## config.mk

```make
export PLATFORM = sky130hd
export DESIGN_NAME = cell3_bist
export DESIGN_NICKNAME = d
export VERILOG_FILES = /design/src/rtl/cell3_bist_pkg.sv /design/src/rtl/cell3_golden.sv /design/src/rtl/cell3_bist.sv
export SDC_FILE = /design/constraint.sdc
export NUM_CORES = 1
export LEC_CHECK = 0
export ABC_CLOCK_PERIOD_IN_PS = 2450
export CAP_MARGIN = 5
export CORE_ASPECT_RATIO = 1.1
export CORE_UTILIZATION = 45
export DETAILED_ROUTE_END_ITERATION = 12
export PLACE_DENSITY = 0.81
export SYNTH_ARGS = -nofsm -noshare
export SYNTH_HDL_FRONTEND = slang
export SYNTH_HIERARCHICAL = 1
export SYNTH_SLANG_ARGS = --single-unit
```

## constraint.sdc

```tcl
create_clock -name CLK -period 2.45 [get_ports CLK]
set_input_delay 0.49 -clock CLK [delete_from_list [all_inputs] [get_ports CLK]]
set_output_delay 0.49 -clock CLK [all_outputs]
set_load 0.02 [all_outputs]
```

## src/rtl/cell3_bist_pkg.sv

```systemverilog
// ---------------------------------------------------------------------------
// cell3_bist_pkg
// Shared definitions for the 3-input cell BIST controller and its golden
// reference model: FSM state encoding, cell-select encodings and the
// exhaustive vector count for a 3-input cell.
// ---------------------------------------------------------------------------
package cell3_bist_pkg;

    // Controller FSM states
    typedef enum logic [1:0] {
        ST_IDLE   = 2'd0,
        ST_SETTLE = 2'd1,
        ST_SAMPLE = 2'd2,
        ST_FINISH = 2'd3
    } state_t;

    // Cell-under-test select encodings
    localparam logic [1:0] SEL_AND3  = 2'd0;
    localparam logic [1:0] SEL_NAND3 = 2'd1;
    localparam logic [1:0] SEL_NOR3  = 2'd2;
    localparam logic [1:0] SEL_RSVD  = 2'd3;

    // Exhaustive stimulus for three inputs
    localparam int NUM_VEC = 8;

    // Width of the settle counter and of the error counter
    localparam int CNT_W = 4;

    // A select value is runnable only if it names a real cell
    function automatic logic sel_is_legal(input logic [1:0] sel);
        return (sel != SEL_RSVD);
    endfunction

endpackage

```

## src/rtl/cell3_golden.sv

```systemverilog
// ---------------------------------------------------------------------------
// cell3_golden
// Combinational expected-output model of the selectable 3-input cell.
//
// Ports:
//   SEL   in  [1:0]  cell select (AND3 / NAND3 / NOR3 / reserved)
//   A,B,C in         cell inputs
//   Y_EXP out        expected cell output; 0 for the reserved select
// ---------------------------------------------------------------------------
module cell3_golden (
    input  logic [1:0] SEL,
    input  logic       A,
    input  logic       B,
    input  logic       C,
    output logic       Y_EXP
);
    import cell3_bist_pkg::*;

    always_comb begin
        Y_EXP = 1'b0;
        case (SEL)
            SEL_AND3:  Y_EXP =   A & B & C;
            SEL_NAND3: Y_EXP = ~(A & B & C);
            SEL_NOR3:  Y_EXP = ~(A | B | C);
            default:   Y_EXP = 1'b0;
        endcase
    end

endmodule

```

## src/rtl/cell3_bist.sv

```systemverilog
// ---------------------------------------------------------------------------
// cell3_bist
// Built-in self-test controller for a selectable 3-input logic cell. A run
// walks all eight input combinations in ascending order, holds each for
// SETTLE_CYC+1 cycles, samples the cell output on the last edge of that
// window and records mismatches against the golden model.
//
// Parameters:
//   SETTLE_CYC  cycles a vector settles before the sample cycle (1..15)
//
// Ports:
//   CLK        in        clock, rising edge
//   RST        in        synchronous active-high reset
//   START      in        run request, honoured in IDLE only
//   ABORT      in        terminate a run in progress
//   SEL        in  [1:0] cell select, latched when a run is accepted
//   A,B,C      out       registered stimulus to the cell (A is the MSB)
//   Y          in        cell output
//   BUSY       out       run in progress
//   DONE       out       one-cycle completion pulse
//   PASS       out       no mismatches in the completed run
//   FAIL_MASK  out [7:0] bit v set when vector v mismatched
//   ERR_CNT    out [3:0] number of mismatching vectors
// ---------------------------------------------------------------------------
module cell3_bist #(
    parameter int SETTLE_CYC = 4
) (
    input  logic       CLK,
    input  logic       RST,
    input  logic       START,
    input  logic       ABORT,
    input  logic [1:0] SEL,
    output logic       A,
    output logic       B,
    output logic       C,
    input  logic       Y,
    output logic       BUSY,
    output logic       DONE,
    output logic       PASS,
    output logic [7:0] FAIL_MASK,
    output logic [3:0] ERR_CNT
);
    import cell3_bist_pkg::*;

    // SETTLE spends SETTLE_CYC cycles counting this value down to zero,
    // then SAMPLE adds the final cycle of the window.
    localparam logic [CNT_W-1:0] SETTLE_LOAD = CNT_W'(SETTLE_CYC - 1);
    localparam logic [2:0]       LAST_VEC    = 3'(NUM_VEC - 1);
    localparam logic [3:0]       ERR_MAX     = 4'(NUM_VEC);

    // Registered state
    state_t           r_state;
    logic [2:0]       r_vec;
    logic [CNT_W-1:0] r_settle;
    logic [1:0]       r_sel;
    logic             r_busy;
    logic             r_done;
    logic             r_pass;
    logic [7:0]       r_fail_mask;
    logic [3:0]       r_err_cnt;

    // Combinational control
    state_t     w_next;
    logic       w_accept;
    logic       w_abort;
    logic       w_sample;
    logic       w_last;
    logic       w_y_exp;
    logic       w_mismatch;
    logic [3:0] w_err_next;

    // Golden expected value for the vector currently on A/B/C
    cell3_golden u_golden (
        .SEL   (r_sel),
        .A     (r_vec[2]),
        .B     (r_vec[1]),
        .C     (r_vec[0]),
        .Y_EXP (w_y_exp)
    );

    assign w_mismatch = (Y != w_y_exp);
    assign w_err_next = !w_mismatch            ? r_err_cnt :
                        (r_err_cnt == ERR_MAX) ? r_err_cnt :
                                                 r_err_cnt + 4'd1;

    // FSM state register
    always_ff @(posedge CLK) begin
        if (RST) begin
            r_state <= ST_IDLE;
        end else begin
            r_state <= w_next;
        end
    end

    // FSM next state and per-cycle control strobes
    always_comb begin
        w_next   = r_state;
        w_accept = 1'b0;
        w_abort  = 1'b0;
        w_sample = 1'b0;
        w_last   = 1'b0;
        case (r_state)
            ST_IDLE: begin
                // ABORT alongside START suppresses the run
                if (START && !ABORT && sel_is_legal(SEL)) begin
                    w_next   = ST_SETTLE;
                    w_accept = 1'b1;
                end
            end
            ST_SETTLE: begin
                if (ABORT) begin
                    w_next  = ST_IDLE;
                    w_abort = 1'b1;
                end else if (r_settle == '0) begin
                    w_next = ST_SAMPLE;
                end
            end
            ST_SAMPLE: begin
                if (ABORT) begin
                    w_next  = ST_IDLE;
                    w_abort = 1'b1;
                end else begin
                    w_sample = 1'b1;
                    if (r_vec == LAST_VEC) begin
                        w_next = ST_FINISH;
                        w_last = 1'b1;
                    end else begin
                        w_next = ST_SETTLE;
                    end
                end
            end
            ST_FINISH: begin
                w_next = ST_IDLE;
            end
            default: begin
                w_next = ST_IDLE;
            end
        endcase
    end

    // Stimulus, counters and result registers
    always_ff @(posedge CLK) begin
        if (RST) begin
            r_vec       <= '0;
            r_settle    <= '0;
            r_sel       <= SEL_AND3;
            r_busy      <= 1'b0;
            r_done      <= 1'b0;
            r_pass      <= 1'b0;
            r_fail_mask <= '0;
            r_err_cnt   <= '0;
        end else begin
            // DONE is high exactly for the FINISH cycle
            r_done <= w_last;

            if (w_accept) begin
                r_sel       <= SEL;
                r_vec       <= '0;
                r_settle    <= SETTLE_LOAD;
                r_busy      <= 1'b1;
                r_pass      <= 1'b0;
                r_fail_mask <= '0;
                r_err_cnt   <= '0;
            end else if (w_abort) begin
                // Partial FAIL_MASK / ERR_CNT are left visible
                r_vec    <= '0;
                r_settle <= '0;
                r_busy   <= 1'b0;
                r_pass   <= 1'b0;
            end else if (w_sample) begin
                if (w_mismatch) begin
                    r_fail_mask[r_vec] <= 1'b1;
                end
                r_err_cnt <= w_err_next;
                if (w_last) begin
                    // Include the final vector's result in the verdict
                    r_vec    <= '0;
                    r_settle <= '0;
                    r_busy   <= 1'b0;
                    r_pass   <= (w_err_next == 4'd0);
                end else begin
                    r_vec    <= r_vec + 3'd1;
                    r_settle <= SETTLE_LOAD;
                end
            end else if (r_state == ST_SETTLE && r_settle != '0) begin
                r_settle <= r_settle - 1'b1;
            end
        end
    end

    assign A         = r_vec[2];
    assign B         = r_vec[1];
    assign C         = r_vec[0];
    assign BUSY      = r_busy;
    assign DONE      = r_done;
    assign PASS      = r_pass;
    assign FAIL_MASK = r_fail_mask;
    assign ERR_CNT   = r_err_cnt;

endmodule

```

* Yosys cells after proc, flatten, opt, wreduce, memory -nomap -nowiden
Cells that the tools add are included.
** Storage, ports and cells
- Bits in registers :: 26
- Output and inout port bits :: 18
- Input bits :: 7
- Word-level logic and storage cells :: 86
** Operators by class
- Mux-type cells :: 30
- Magnitude comparators :: 2
- Equality and inequality tests :: 11
- Bitwise operators :: 8
- $add $sub $neg :: 3
- Reductions and logical operators :: 22
** Operators by type and width (count)
- 2-bit 2-to-1 mux :: 8
- 4-bit 2-to-1 mux :: 4
- 1-bit 2-to-1 mux :: 14
- 4-bit logical NOT :: 2
- 8-bit OR :: 1
- 2-bit case mux with 4 select lines :: 1
- 2-bit AND reduction :: 4
- 4-bit nonzero test :: 2
- 2-bit equality test (second input constant) :: 3
- 3-bit nonzero test :: 2
- 4-bit by 1-bit adder with 4-bit output (second input constant) :: 1
- 2-bit by 1-bit equality test with 1-bit output (second input constant) :: 2
- 4-bit equality test (second input constant) :: 1
- 1-bit logical AND :: 4
- 2-bit logical NOT :: 2
- 3-bit by 4-bit less-than comparator with 1-bit output (second input constant) :: 1
- 2-bit inequality test (second input constant) :: 2
- 2-bit OR reduction :: 2
- 4-bit by 1-bit subtractor with 4-bit output (second input constant) :: 1
- 3-bit by 1-bit adder with 3-bit output (second input constant) :: 1
- 1-bit demux with 3-bit select :: 1
- 3-bit equality test (second input constant) :: 1
- 3-bit by 1-bit >= comparator with 1-bit output (second input constant) :: 1
- 3-bit 2-to-1 mux :: 1
- 10 further kinds :: 14

* Depth between registers and ports, before layout
Gate-level depths: netlist (run 1).
- Word-level depth :: 8
- Gate-level depth with buffers :: 7
- Gate-level depth less buffers :: 7

* Hierarchy
Netlist (run 1), hierarchy kept.
** By module, submodules not included
- cell3_bist :: instances 1, cells an instance 152, area each 1318.8 µm²
- cell3_golden :: instances 1, cells an instance 7, area each 48.8 µm²

* Worst setup path before layout (run 1)
Ideal clock, no wire load.
- Path kind :: register -> register
- Start point :: register r_vec[0]
- End point :: register r_pass, in the netlist PASS
- Buffers on the path :: 0
- Library setup time :: 0.079 ns
- Period minus slack after synthesis :: 1.975 ns
- Slack :: 0.475 ns
- Stages on the path, launching flop included :: 7
- Arrival time :: 1.896 ns
- Cells stage by stage :: dfxtp_1 and4b_1 a21oi_1 o22ai_1 xnor2_1 or4_4 a211oi_2
** Between the ends
- Word-level cells in the longest chain between the ends :: 6
- Elaborated cells between the ends (all ways) :: 13
- Those cells by class :: 2 x eq/ne; 5 x mux; 4 x bitwise; 2 x reduce/logical
** RTL lines
- start: declaration :: RTL line cell3_bist.sv:53 : logic [2:0] r_vec;
- start signal: assignment :: RTL line cell3_bist.sv:182 : r_vec <= r_vec + 3'd1;
- 1-bit OR or 1-bit AND (tied branches) :: RTL line cell3_golden.sv:24, cell3_golden.sv:22, cell3_golden.sv:23
- 1-bit NOT, on equally long branches :: RTL line cell3_golden.sv:24, cell3_golden.sv:23
- 1-bit case mux with 3 select lines (*) :: RTL line cell3_golden.sv:21 : case (SEL)
- via w_y_exp :: RTL line cell3_bist.sv:68 : logic w_y_exp;
- 1-bit inequality test (*) :: RTL line cell3_bist.sv:81 : assign w_mismatch = (Y != w_y_exp);
- 4-bit 2-to-1 mux (*) :: RTL line cell3_bist.sv:82 : assign w_err_next = !w_mismatch ? r_err_cnt :
- 4-bit logical NOT (*) :: RTL line cell3_bist.sv:180 : r_pass <= (w_err_next == 4'd0);
- end signal: assignment :: RTL line cell3_bist.sv:180
- end: declaration :: RTL line cell3_bist.sv:58 : logic r_pass;
Mark *: on every way through the listed nets, which the timed path passes. The rest lies on a longest branch.
A chain may end at the register's enable or synchronous reset.

* Worst setup path after layout (run 1)
- Start point :: register r_vec[2]
- End point :: register r_err_cnt[2], in the netlist ERR_CNT[2]
** Between the ends
- Word-level cells in the longest chain between the ends :: 6
- Elaborated cells between the ends (all ways) :: 9
- Those cells by class :: 1 x eq/ne; 2 x mux; 6 x bitwise
** RTL lines
- 1-bit OR or 1-bit AND (tied branches) (2 in series) :: RTL line cell3_golden.sv:24, cell3_golden.sv:22, cell3_golden.sv:23
- 1-bit NOT, on equally long branches :: RTL line cell3_golden.sv:24, cell3_golden.sv:23
- 1-bit case mux with 3 select lines (*) :: RTL line cell3_golden.sv:21
- via w_y_exp :: RTL line cell3_bist.sv:68
- 1-bit inequality test (*) :: RTL line cell3_bist.sv:81
- 4-bit 2-to-1 mux (*) :: RTL line cell3_bist.sv:82
- end signal: assignment :: RTL line cell3_bist.sv:174 : r_err_cnt <= w_err_next;
- end: declaration :: RTL line cell3_bist.sv:60 : logic [3:0] r_err_cnt;
Marked as above.

==> results of run 1 <==
==> state kept, by name, indices dropped and copies added (netlist names) <==
register   count
BUSY           1
DONE           1
ERR_CNT        4
FAIL_MASK      8
PASS           1
r_sel          2
r_settle       4
r_state        2
r_vec          3
==> worst paths after layout <==
path,start,end,slack (ns),cells past startpoint
min,FAIL_MASK[4],FAIL_MASK[4],0.49,2
max,r_vec[2],ERR_CNT[2],0.32,7
min reg2reg,FAIL_MASK[4],FAIL_MASK[4],0.49,2
max reg2reg,r_vec[2],ERR_CNT[2],0.32,7
==> area by class of cell <==
type | count | area, sq um
Inverter | 7 | 26.3
Fill cell | 267 | 1140
Multi-Input combinational cell | 121 | 798
Tap cell | 33 | 41.3
Sequential cell | 26 | 520
Clock buffer | 4 | 36.3
Timing Repair Buffer | 27 | 263
==> cells by family (layout without fill, tap and decap cells) <==
| logic type | Yosys count | count (layout) | share of synthesized area |
|---|---|---|---|
| fa+ha+maj | 10 | 10 | 0.0915 |
| compound gates | 36 | 36 | 0.174 |
| buf+inv | 12 | 38 | 0.0357 |
| xor+xnor | 7 | 7 | 0.0448 |
| simple gates | 67 | 67 | 0.263 |
| flops | 26 | 26 | 0.381 |
| mux | 1 | 1 | 0.0110 |
==> report_power, final <==
part / leakage, nW / switching [W] / internal, W
Sequential: 0.210 / 0.0000150 / 0.000443
Combinational: 0.383 / 0.000122 / 0.0000937
Clock: 0.0210 / 0.000129 / 0.0000909
Total: 0.614 / 0.000266 / 0.000628
==> stage by stage <==
stage | std cells | cell area (sq um) | util | setup slack [ns] | hold WS [ns]
finish | 218 | 1690 | 0.596 | 0.319 | 0.489
global route | 218 | 1690 | 0.596 | 0.151 | 0.531
CTS | 218 | 1690 | 0.596 | 0.358 | 0.495
detailed placement | 214 | 1650 | 0.583 | 0.252 | 0.463
global placement | 214 | 1650 | 0.583 | 0.327 | 0.450
floorplan | 159 | 1370 | - | 0.475 | 0.458
==> worst max-delay path, stage by stage (launching register included) <==
cell,delay [ns]
dfxtp_1,0.45
nor4b_2,0.33
a21oi_1,0.08
o22ai_1,0.28
xor2_1,0.29
nand3_1,0.14
or3b_1,0.36
a21oi_1,0.14
==> cell usage in the layout, fill, tap and decap left out, drive strengths merged, types with 2 or more instances in the layout <==
cell type / Yosys / routed
dfxtp: 26 / 26
clkdlybuf4s50: 0 / 24
nor2: 18 / 18
a21oi: 17 / 17
nand2: 15 / 15
ha: 10 / 10
nor3: 8 / 8
inv: 7 / 7
nand3: 7 / 7
a31oi: 7 / 7
nor2b: 5 / 5
xnor2: 4 / 4
clkbuf: 2 / 4
a311oi: 3 / 3
xor2: 3 / 3
buf: 3 / 3
nor4: 2 / 2
nand2b: 2 / 2
nor3b: 2 / 2
or3b: 2 / 2
a211oi: 2 / 2
==> per-layer routing <==
layer	vias up	track usage
met4	0	0.0659
met2	43	0.355
met5	-	0
met1	571	0.256
li1	619	-
met3	4	0.0229
==> impl_metrics.csv, run 1 <==
group,metric,value,unit
run_status,status,"completed",
clock_network,cts_tree,"yes",
yosys,synthTopCellsByCount,"26 x dfxtp_1, 17 x nor2_1, 16 x a21oi_1",
drt,routedWlPerCell,13.8,um
yosys,synth_top_area_frac,0.381,
flow_run,maxCapViolations,0,
grt,grt_start_max_net_pins,15,
timing,fmax,469,MHz
yosys,async_flop_share,0,
clock_network,ctsHoldBuffers,0,
yosys,synthesis.area,0.00137,sq mm
clock_network,ctsRootBufferMaster,"clkbuf_4",
setup_path,endpoint_kind,"flop",
layout,syn_to_final_growth,23.2,%
drt,viasPerCell,5.67,
power_and_ir_drop,power.leakage,0.614,nW
drt,drc,0,
timing,relSlewSlack,0.677,
yosys,yosys.area.top_type,"dfxtp_1",
yosys,synth_nets,176,
yosys,yosysWarnings,6,
floorplan,start_util,0.484,
layout,final_nets,203,
clock_network,clk_pin_slew,0.14,ns
drt,first_iter_violations,64,
drt,drt-met1-wl,1400,um
power_and_ir_drop,ir_drop,0.402,mV
drt,dr_wl_met3,131,um
layout,drive_above_1_share,0.0973,
setup_path,crit_type,"reg -> reg",
setup_path,crit_required,2.70,ns
grt,grt_pass1_vias,1112,
clock_network,cts_buffers,3,
grt,grt_usage,0.204,
timing,fin_setup_tns,0,ns
grt,grt_antenna_before_repair,0,
clock_network,htree_levels,1,
power_and_ir_drop,cellPowerDensity,530,mW/mm^2
setup_path,critPathLaunchType,"flop",
drt,topRoutingLayerUsed,"met4",
yosys,synth_flop_cell,"dfxtp_1",
drt,first_pass_iters,4,
yosys,syn_inst,159,
drt,wl,3020,um
floorplan,rows,20,
yosys,avgSynthCellArea,8.60,sq um
yosys,synth_seq_area_share,0.381,
timing,final-max-slew-violation-count,0,
clock_network,post_cts_buffers,0,
timing,rsz0062_at_grt,"false",
timing,final_hold_viol_count,0,
yosys,ys_ff_latch,26,
grt,grt_pass1_wl,4880,um
layout,antenna_cells,0,
clock_network,cts.sinks,26,
floorplan,die_area,0.00326,sq mm
drt,wl_met2,1460,um
drt,via_count,1237,
placed_design,finalWeightedCongestion,0.846,
clock_network,clockBufferDepth,2,
drt,ant_nets,0,
setup_path,crit_fanout,11,
floorplan,io_pins,25,
clock_network,cts_resized,0,
floorplan,fp.dieW,54.6,um
power_and_ir_drop,p_total,0.000894,W
placed_design,hpwl,2270,um
timing,period_minus_slack,2.13,ns
timing,final.period_utilization,0.870,
setup_path,cp_data_arrival_time,2.38,ns
timing,worst_pin_slew,0.480,ns
placed_design,portBuffers,24,
clock_network,clkLatencyLatePin,0.32,ns
yosys,synth.most_common_cell,"dfxtp_1",
yosys,synth-edff-count,0,
grt,gr-total-overflow,0,
floorplan,dieHeight,59.8,um
timing,setup_viol_count_final,0,
yosys,synth_cell_types,40,
worst_hold_path,hold_path_class,"reg -> reg",
yosys,yosys-top-cells-area,"dfxtp_1 38%, ha_1 9.1%, a21oi_1 5.9%",
timing,skew,0.00254,ns
floorplan,core,0.00283,sq mm
(Power assumes the default switching activity.)
==> run 2: changes to the inputs <==
--- a/config.mk
+++ b/config.mk
@@ -5,6 +5,7 @@
 export SDC_FILE = /design/constraint.sdc
 export NUM_CORES = 1
 export LEC_CHECK = 0
+export ABC_AREA = 1
 export ABC_CLOCK_PERIOD_IN_PS = 2450
 export CAP_MARGIN = 5
 export CORE_ASPECT_RATIO = 1.1
==> run 2 against run 1 <==
Effect of this change:
- hold slack got worse by 0.031 ns
- combinational power grew to 2.8 times the previous value
- global-route usage decreased by 2.5 points
- fmax is 6.2% higher
- utilization down 1.7 points
- sequential cell count unchanged
- sequential power up 14%
- wire length fell by 7.3%
- clock skew fell by 0.0016 ns
- register-to-register slack better by 0.52 ns
- synthesized cell count up 25%
- critical path type is now reg -> out
- critical endpoint is now A
- largest power group is now combinational logic
==> impl_metrics.csv, run 2 <==
group,metric,value,unit
setup_path,path_buf_inv,1,
grt,grt_usage,0.180,
yosys,synth.most_common_cell,"nand2_1",
grt,gr-total-overflow,0,
yosys,synth_nets,216,
placed_design,portBuffers,24,
drt,wl_met2,1480,um
timing,fin_setup_tns,0,ns
setup_path,ff2ff_path_depth,12,
setup_path,cp.depth,1,
placed_design,postPlaceCellArea,0.00173,sq mm
yosys,syn_inst,199,
clock_network,cts_resized,0,
worst_hold_path,hold_path_class,"reg -> reg",
setup_path,cpMaxStageDelayCell,"clkdlybuf4s50_1",
drt,wl,2800,um
drt,routedWlPerCell,10.8,um
layout,layout_common_cells,"36 x nand2_1, 28 x inv_1, 26 x dfxtp_1, 26 x nor2_1, 24 x clkdlybuf4s50_1",
grt,grt_pass1_vias,1213,
timing,setup_viol_count_final,0,
yosys,avgSynthCellArea,7.30,sq um
layout,final_cell_area,0.00176,sq mm
placed_design,finalWeightedCongestion,0.808,
flow_run,maxCapViolations,0,
drt,first_pass_iters,4,
clock_network,cts.sinks,26,
timing,period_minus_slack,2.01,ns
setup_path,crit_family,"buffers and inverters",
setup_path,endpoint_kind,"output port",
drt,ant_nets,0,
drt,drc,0,
yosys,async_flop_share,0,
floorplan,start_util,0.477,
yosys,ys_ff_latch,26,
clock_network,clk_pin_slew,0.14,ns
timing,skew,0.000925,ns
clock_network,ctsRootBufferMaster,"clkbuf_4",
yosys,synthesis.area,0.00145,sq mm
power_and_ir_drop,ir_drop,0.556,mV
setup_path,cp_cell_sequence,"clkdlybuf4s50_1",
drt,drt-met1-wl,1230,um
setup_path,crit_start,"r_vec[2]",
drt,dr_wl_met3,54,um
clock_network,cts_buffers,3,
floorplan,fp.dieW,56.2,um
floorplan,dieHeight,61.6,um
drt,first_iter_violations,44,
setup_path,crit_fanout,9,
setup_path,crit_type,"reg -> out",
yosys,yosys-top-cells-area,"dfxtp_1 36%, nand2_1 9.3%, ha_1 8.6%",
yosys,yosysWarnings,6,
setup_path,worstReg2RegEnd,"PASS",
layout,final_nets,244,
grt,grt_pass1_wl,4920,um
floorplan,rows,21,
clock_network,htree_levels,1,
timing,final-max-slew-violation-count,0,
yosys,synth_flop_cell,"dfxtp_1",
clock_network,post_cts_buffers,0,
timing,final.period_utilization,0.819,
yosys,synthTopCellsByCount,"36 x nand2_1, 28 x inv_1, 26 x dfxtp_1, 26 x nor2_1, 18 x a21oi_1",
timing,fmax,498,MHz
layout,antenna_cells,0,
setup_path,reg2reg_slack,0.84,ns
yosys,synth_cell_types,25,
run_status,status,"completed",
power_and_ir_drop,power.leakage,0.749,nW
setup_path,critPathLaunchType,"flop",
yosys,yosys.area.top_type,"dfxtp_1",
yosys,synth_top_area_frac,0.358,
placed_design,hpwl,2260,um
layout,final.fill_count,280,
clock_network,ctsHoldBuffers,0,
timing,relSlewSlack,0.737,
grt,grt_antenna_before_repair,0,
setup_path,slowest_delay,0.67,ns
drt,via_count,1310,
floorplan,io_pins,25,
clock_network,clockBufferDepth,2,
layout,largest_register_ffs,8,
floorplan,die_area,0.00346,sq mm
setup_path,rr_startpoint,"r_vec[2]",
timing,final_hold_viol_count,0,
yosys,synth_seq_area_share,0.358,
clock_network,cts_tree,"yes",
setup_path,cp-endpoint,"A",
setup_path,crit_required,1.96,ns
drt,topRoutingLayerUsed,"met4",
power_and_ir_drop,p_total,0.00135,W
timing,worst_pin_slew,0.393,ns
drt,viasPerCell,5.04,
grt,grt_start_max_net_pins,15,
layout,syn_to_final_growth,21.4,%
floorplan,core,0.00305,sq mm
power_and_ir_drop,cellPowerDensity,764,mW/mm^2
timing,rsz0062_at_grt,"false",
setup_path,cp_data_arrival_time,1.52,ns
clock_network,clkLatencyLatePin,0.32,ns
yosys,synth-edff-count,0,
layout,final_common_cell,"nand2_1",
layout,drive_above_1_share,0.119,
[run 2: routing by layer]
metal	vias up	GRT usage
li1	690	-
met1	598	0.195
met2	18	0.359
met3	4	0.0252
met4	0	0.0697
met5	-	0
[run 2: logic make-up after synthesis]
kind of cell    after synthesis  synth area share
buf+inv                      33            0.0913
xor+xnor                      1           0.00603
flops                        26             0.358
compound gates               31             0.117
simple gates                 98             0.341
fa+ha+maj                    10            0.0861
[run 2: metrics by stage]
step / setup WS, ns / hold WS [ns] / instances / utilization
after floorplan: 0.925 / 0.449 / 199 / -
after global placement: 0.572 / 0.447 / 256 / 0.567
after detailed placement: 0.513 / 0.443 / 256 / 0.567
after CTS: 0.429 / 0.463 / 260 / 0.579
after global routing: 0.374 / 0.480 / 260 / 0.579
final: 0.443 / 0.458 / 260 / 0.579
[run 2: worst min path at each step]
| stage | startpoint | endpoint | slack, ns | depth (start not counted) |
|---|---|---|---|---|
| 3_5_place_dp | FAIL_MASK[7] | FAIL_MASK[7] | 0.44 | 2 |
| 3_3_place_gp | FAIL_MASK[6] | FAIL_MASK[6] | 0.45 | 2 |
| 4_1_cts | FAIL_MASK[7] | FAIL_MASK[7] | 0.46 | 2 |
| 2_1_floorplan | r_settle[0] | r_settle[0] | 0.45 | 2 |
| 5_1_grt | FAIL_MASK[7] | FAIL_MASK[7] | 0.48 | 2 |
| 6_report | FAIL_MASK[7] | FAIL_MASK[7] | 0.46 | 2 |
[run 2: worst register-to-register path: cells and delay by family (launching register included)]
kind | cells | cell delay (ns)
AOI/OAI and AO/OA | 1 | 0.12
and+or+nand+nor | 10 | 0.86
buffers and inverters | 1 | 0.06
DFF | 1 | 0.53
[run 2: where the power goes]
part	internal [W]	total (W)	switching (W)
logic	0.000225	0.000610	0.000385
clock network	0.0000908	0.000217	0.000126
registers	0.000478	0.000521	0.0000422
[run 2: layout make-up]
class	instances	area [sq um]	share of cell area
multi-input cells	140	800	0.453
clock buffers	4	36.3	0.0206
well taps	34	42.5	0.0241
repair buffers	24	240	0.136
flip-flops and latches	26	520	0.295
inverters	32	125	0.0709
==> run 3: changes to the inputs <==
--- a/config.mk
+++ b/config.mk
@@ -6,12 +6,12 @@
 export NUM_CORES = 1
 export LEC_CHECK = 0
 export ABC_AREA = 1
-export ABC_CLOCK_PERIOD_IN_PS = 2450
+export ABC_CLOCK_PERIOD_IN_PS = 1700
 export CAP_MARGIN = 5
 export CORE_ASPECT_RATIO = 1.1
 export CORE_UTILIZATION = 45
 export DETAILED_ROUTE_END_ITERATION = 12
-export PLACE_DENSITY = 0.81
+export PLACE_DENSITY = 0.83
 export SYNTH_ARGS = -nofsm -noshare
 export SYNTH_HDL_FRONTEND = slang
 export SYNTH_HIERARCHICAL = 1
==> constraint.sdc (replaced) <==
create_clock -name CLK -period 1.7 [get_ports CLK]
set_input_delay 0.34 -clock CLK [delete_from_list [all_inputs] [get_ports CLK]]
set_output_delay 0.34 -clock CLK [all_outputs]
set_load 0.02 [all_outputs]
==> run 3 against run 2 <==
Effect of this change:
- sequential cell count is the same
- sequential share of layout area fell by 0.73 points
- register-to-register slack got worse by 0.65 ns
- utilization is 2.2 points higher
- via count grew 1.5%
- design area grew 3.8%
- largest cell class unchanged
==> impl_metrics.csv, run 3 (synthesized netlist as in run 2, its figures left out) <==
group,metric,value,unit
timing,rsz0062_at_grt,"false",
flow_run,maxCapViolations,0,
setup_path,crit_family,"buffers and inverters",
timing,period_minus_slack,1.66,ns
setup_path,rr_startpoint,"r_sel[1]",
timing,worst_pin_slew,0.280,ns
setup_path,path_buf_inv,1,
clock_network,clk_pin_slew,0.15,ns
layout,syn_to_final_growth,26.0,%
worst_hold_path,hold_path_class,"reg -> reg",
drt,dr_wl_met3,43,um
clock_network,htree_levels,1,
drt,wl_met2,1480,um
floorplan,die_area,0.00346,sq mm
timing,relSlewSlack,0.813,
run_status,status,"completed",
layout,largest_register_ffs,8,
floorplan,fp.dieW,56.2,um
setup_path,reg2reg_slack,0.19,ns
clock_network,post_cts_buffers,0,
power_and_ir_drop,power.leakage,0.841,nW
clock_network,cts.sinks,26,
drt,drt-met1-wl,1320,um
setup_path,crit_required,1.36,ns
floorplan,dieHeight,61.6,um
timing,fin_setup_tns,0,ns
drt,routedWlPerCell,10.9,um
clock_network,cts_tree,"yes",
layout,final_common_cell,"nand2_1",
placed_design,finalWeightedCongestion,0.901,
floorplan,io_pins,25,
drt,viasPerCell,5.02,
grt,gr-total-overflow,0,
power_and_ir_drop,cellPowerDensity,1140,mW/mm^2
setup_path,crit_start,"BUSY",
drt,topRoutingLayerUsed,"met4",
drt,wl,2890,um
grt,grt_pass1_vias,1200,
timing,final-max-slew-violation-count,0,
layout,layout_common_cells,"36 x nand2_1, 28 x inv_1, 26 x nor2_1",
setup_path,slowest_delay,0.61,ns
drt,ant_nets,0,
clock_network,cts_buffers,3,
timing,final.period_utilization,0.975,
power_and_ir_drop,ir_drop,1.08,mV
layout,final_nets,249,
drt,first_iter_violations,26,
drt,via_count,1330,
grt,grt_antenna_before_repair,0,
clock_network,clockBufferDepth,2,
setup_path,critPathLaunchType,"flop",
timing,skew,0.0105,ns
placed_design,hpwl,2290,um
clock_network,ctsHoldBuffers,0,
grt,grt_pass1_wl,4980,um
layout,drive_above_1_share,0.160,
setup_path,crit_fanout,2,
placed_design,dp_cells,261,
floorplan,start_util,0.477,
setup_path,crit_type,"reg -> out",
floorplan,core,0.00305,sq mm
setup_path,cpMaxStageDelayCell,"clkdlybuf4s50_1",
layout,layoutNonFillerInstCount,265,
setup_path,endpoint_kind,"output port",
clock_network,ctsRootBufferMaster,"clkbuf_4",
layout,antenna_cells,0,
setup_path,cp_cell_sequence,"clkdlybuf4s50_1",
clock_network,clkLatencyLatePin,0.34,ns
worst_hold_path,worstHoldStart,"FAIL_MASK[6]",
timing,fmax,604,MHz
timing,final_hold_viol_count,0,
drt,first_pass_iters,4,
floorplan,rows,21,
grt,grt_start_max_net_pins,16,
placed_design,portBuffers,24,
setup_path,cp_data_arrival_time,1.32,ns
drt,drc,0,
grt,grt_usage,0.186,
timing,setup_viol_count_final,0,
## run 3: worst register-to-register path, delay by kind of cell, from the launching register on
family / cells / cell delay (ns)
compound gates: 1 / 0.16
simple gates: 9 / 0.80
flops: 1 / 0.38
buf+inv: 2 / 0.10
## run 3: cell type report
| class | count | area, sq um |
|---|---|---|
| Fill cell | 285 | 1220 |
| Multi-Input combinational cell | 140 | 800 |
| Sequential cell | 26 | 527 |
| Timing Repair Buffer | 29 | 284 |
| Inverter | 32 | 125 |
| Tap cell | 34 | 42.5 |
| Clock inverter | 1 | 30.0 |
| Clock buffer | 3 | 22.5 |
## run 3: timing repair
action,in CTS,in global routing
endpoints found under the setup margin,7,2
pin swaps,0,0
gates resized for setup,7,6
gates cloned,0,0
## run 3: stage by stage
step / setup WS [ns] / hold slack, ns / util / instance area [sq um] / total power (W)
finish: 0.0431 / 0.457 / 0.601 / 1830 / 0.00208
global route: 0.00308 / 0.480 / 0.601 / 1830 / 0.00225
CTS: 0.0497 / 0.459 / 0.598 / 1820 / 0.00209
global placement: 0.0751 / 0.435 / 0.583 / 1780 / 0.00165
floorplan: 0.175 / 0.402 / - / 1450 / 0.00145
detailed placement: 0.0264 / 0.439 / 0.583 / 1780 / 0.00167
## run 3: worst paths after layout
kind | end | depth (start not counted)
hold reg to reg | FAIL_MASK[6] | 2
setup / recovery | BUSY | 1
setup reg to reg | PASS | 12
hold / removal | FAIL_MASK[6] | 2
## run 3: metal layers
metal	vias to the layer above	GRT usage
met5	-	0
met4	0	0.0941
met3	5	0.0168
met2	15	0.344
met1	608	0.220
li1	702	-
## run 3: power by group
group          switching (W)  leakage (nW)  internal, W
sequential         0.0000579         0.213     0.000692
clock               0.000198        0.0279     0.000239
combinational       0.000563         0.600     0.000333
total               0.000819         0.841      0.00126
